File: src/rtl/sign_extend_unit.sv
// Registered widening stage: 18-bit immediate and 22-bit displacement to 32 bits, 1-cycle latency.
// Build with ZEXT_EN defined to honour the zext port; otherwise both paths always sign-extend.
module sign_extend_unit (
  input  logic        clk,
  input  logic        rst_n,
  input  logic        in_valid,
  input  logic [17:0] imm_in,
  input  logic [21:0] md_in,
  input  logic        zext,
  output logic        out_valid,
  output logic [31:0] imm_out,
  output logic [31:0] md_out,
  output logic        imm_neg,
  output logic        md_neg
);

  logic        use_zext;
  logic [31:0] imm_ext, md_ext;
  logic        valid_q;
  logic [31:0] imm_q, md_q;
  logic        imm_neg_q, md_neg_q;

`ifdef ZEXT_EN
  assign use_zext = zext;
`else
  // Port kept so both builds share one port list; its value is ignored.
  logic unused_zext;
  assign unused_zext = zext;
  assign use_zext    = 1'b0;
`endif

  always_comb begin
    imm_ext = {{14{imm_in[17] & ~use_zext}}, imm_in};
    md_ext  = {{10{md_in[21] & ~use_zext}}, md_in};
  end

  // Data registers only load on in_valid, so idle-cycle garbage on the fields never reaches them.
  always_ff @(posedge clk or negedge rst_n) begin
    if (!rst_n) begin
      valid_q   <= 1'b0;
      imm_q     <= 32'h0;
      md_q      <= 32'h0;
      imm_neg_q <= 1'b0;
      md_neg_q  <= 1'b0;
    end else begin
      valid_q <= in_valid;
      if (in_valid) begin
        imm_q     <= imm_ext;
        md_q      <= md_ext;
        imm_neg_q <= imm_ext[31];
        md_neg_q  <= md_ext[31];
      end
    end
  end

  assign out_valid = valid_q;
  assign imm_out   = imm_q;
  assign md_out    = md_q;
  assign imm_neg   = imm_neg_q;
  assign md_neg    = md_neg_q;

endmodule

File: config.mk
export PLATFORM = sky130hd
export DESIGN_NAME = sign_extend_unit
export DESIGN_NICKNAME = d
export VERILOG_FILES = /design/src/rtl/sign_extend_unit.sv
export SDC_FILE = /design/constraint.sdc
export NUM_CORES = 1
export LEC_CHECK = 0
export CORE_MARGIN = 5
export CORE_UTILIZATION = 60
export CTS_BUF_LIST = sky130_fd_sc_hd__clkbuf_2
export DETAILED_ROUTE_END_ITERATION = 12
export DONT_BUFFER_PORTS = 1
export GPL_TIMING_DRIVEN = 0
export PLACE_DENSITY = 0.83
export SKIP_CTS_REPAIR_TIMING = 1
export SYNTH_ARGS = -nofsm -noshare
export SYNTH_HDL_FRONTEND = slang
export SYNTH_SLANG_ARGS = --single-unit
export TNS_END_PERCENT = 50
File: constraint.sdc
create_clock -name clk -period 1.47 [get_ports clk]
set_clock_uncertainty 0.15 [all_clocks]
set_input_delay 0.2205 -clock clk [delete_from_list [all_inputs] [get_ports clk]]
set_output_delay 0.2205 -clock clk [all_outputs]
set_load 0.01 [all_outputs]
==> results.yml <==
status:
  status: "finished, violations left"
  violations: "setup timing"
setup_path:
  crit_path_cell_trace: "buf_4"
  crit_arrival_ns: 1.13
  cp_max_fo: 17
  cpPeakStageDelay_ns: 0.57
  critical_path_class: "reg -> out"
  crit_required_ns: 1.10
  crit_family: "flip-flops"
  start_kind: "flop"
  crit_buf_inv: 1
  cp-end-kind: "primary output"
  crit_slowest_cell: "dfrtp_2"
route:
  vias: 1004
  routedWlPerCell_um: 19.7
  drtIter0Drc: 17
  vias_per_cell: 5.20
  route.detailed.drc: 0
  routed_wl_um: 3810
  detail_route.first_pass.iterations: 4
  drtAntennaViolNets: 0
logic_synthesis:
  yosysTopAreaCell: "dfrtp_1"
  yosys.area_share.simple: 0
  yosysMostFrequentCell: "dfrtp_1"
  synth_cells: 111
  synth_flop_cell: "dfrtp_1"
  avgSynthCellArea_um2: 15.5
  ys_seq_elements: 41
  synth_mux_area_frac: 0.262
  synth_cell_types: 4
  synth_top_family_by_area: "multiplexers"
  ys_async_sr_fraction: 1.00
  synthAdderAreaFrac: 0
  synth_top_area_frac: 0.598
  synth_area_leaders: "dfrtp_1 (60%), mux2_2 (26%), buf_4 (11%), buf_6 (2.6%)"
  synth_edf_count: 0
  seq_area_frac_synth: 0.598
  synthTopCellsByCount: "dfrtp_1 (41), mux2_2 (40), buf_4 (26)"
  synthXorXnorAreaFrac: 0
  synth_fp_nets: 155
  ys.warnings.count: 0
  synth_compound_area_frac: 0
  syn_area_um2: 1720
finish:
  syn_to_final_growth_pct: 30.7
  finish.utilization: 0.814
  nets: 205
  instances_no_fill: 193
  drive_gt1_frac: 0.488
  insertedDiodeCount: 0
placement:
  dp_cells: 142
  dpl.hpwl_um: 2500
  place.gp.congestion: 0.656
  io_buffers: 0
timing:
  worst_pin_slew_ns: 0.280
  final_hold_viol_count: 0
  period_needed_ns: 1.50
  fmax_mhz: 668
  drv_slew: 0
  finalSetupViolCount: 15
  layout_setup_ws_ns: -0.0269
  rsz0062_at_grt: "yes"
  slew_headroom: 0.813
  timing.final.crit_share: 1.02
global_route:
  met1_usage: 0.153
  grt_pass1_wl_um: 4970
  antenna_found_initial: 0
  grt_max_degree: 42
  grt_usage: 0.158
  busiest_layer: "met2"
  grt_use_met2: 0.270
  first_global_vias: 925
  overflow: 0
  use_met3: 0.107
clock_tree:
  cts.clk_slew.worst_paths_ns: 0.19
  cts_tree: "yes"
  cts-htree-levels: 2
  clock_path_buffers: 2
  numCtsBuffers: 5
  cts_sinks: 41
  worst_skew_pair.late_latency_ns: 0.38
  cts_root_buf: "clkbuf_2"
run:
  maxCapViolCount: 0
floorplanning:
  die_h_um: 63.5
  die-area_um2: 4030
  ios: 111
  row_count: 19
  initial_utilization: 0.623
  core_area_um2: 2760
  die_w_um: 63.5
power_and_ir_drop:
  vdd_ir_drop_max_v: 0.000981
  p_per_area_nw_per_um2: 1010
  totalPowerFinal_mw: 2.26
  total_leakage_power_nw: 1.00
worst_hold_path:
  hp-class: "in -> async"
[power breakdown]
| part | switching (mW) | leakage, nW | total (mW) | internal (mW) |
|---|---|---|---|---|
| Clock | 0.333 | 0.0278 | 0.438 | 0.104 |
| Sequential | 0.156 | 0.477 | 1.40 | 1.24 |
| Combinational | 0.156 | 0.495 | 0.428 | 0.272 |
| Total | 0.645 | 1.00 | 2.26 | 1.62 |
[metrics by stage]
| step | area (µm²) | hold slack [ns] | setup TNS [ns] | worst slack (ns) |
|---|---|---|---|---|
| after floorplan | 1720 | -0.225 | 0 | 0.313 |
| after global placement | 1760 | -0.224 | 0 | 0.271 |
| after detailed placement | 1760 | -0.224 | 0 | 0.238 |
| after CTS | 1790 | -0.680 | -4.81 | -0.230 |
| after global routing | 2240 | 0.132 | -2.79 | -0.130 |
| final | 2240 | 0.159 | -0.378 | -0.0269 |
[state kept, by name, indices dropped and copies added (netlist names)]
register and cells:
md_neg 1, out_valid 1, md_out 21, imm_out 18
[final timing paths]
kind | start | endpoint | slack (ns) | cells after the start
max | imm_out[17] | imm_out[24] | -0.03 | 1
min in group clk | imm_in[1] | imm_out[1] | 0.35 | 2
min reg2reg | imm_out[4] | imm_out[4] | 0.46 | 1
max reg2reg | imm_out[17] | imm_out[17] | 0.38 | 1
max in group asynchronous | rst_n | md_neg | 0.80 | 2
min | rst_n | out_valid | 0.16 | 2
[per-layer routing]
layer  vias up  routed length [µm]
met1       490                1130
met5         -                   0
met2        65                2200
li1        447                   -
met4         0                  10
met3         2                 468
[cell usage in the layout (no fill, tap or decap)]
master / n
dlygate4sd3_1: 42
mux2_2: 40
dfrtp_1: 39
buf_4: 26
clkbuf_2: 5
buf_6: 4
clkinv_1: 2
dfrtp_2: 2
clkinv_2: 1
buf_16: 1
[kinds of logic (layout without fill, tap and decap cells)]
| group | after synthesis | in the layout |
|---|---|---|
| DFF | 41 | 41 |
| muxes | 40 | 40 |
| buffers and inverters | 30 | 81 |
[cell type report]
type                       instances  area [µm²]
buffer                            30         240
clock buffer                       5        25.0
clock inverter                     3        12.5
fill                             154         514
multi-input combinational         40         450
sequential                        41        1030
tap                               31        38.8
timing repair buffer              43         448
Power figures use the tool's default switching activity.
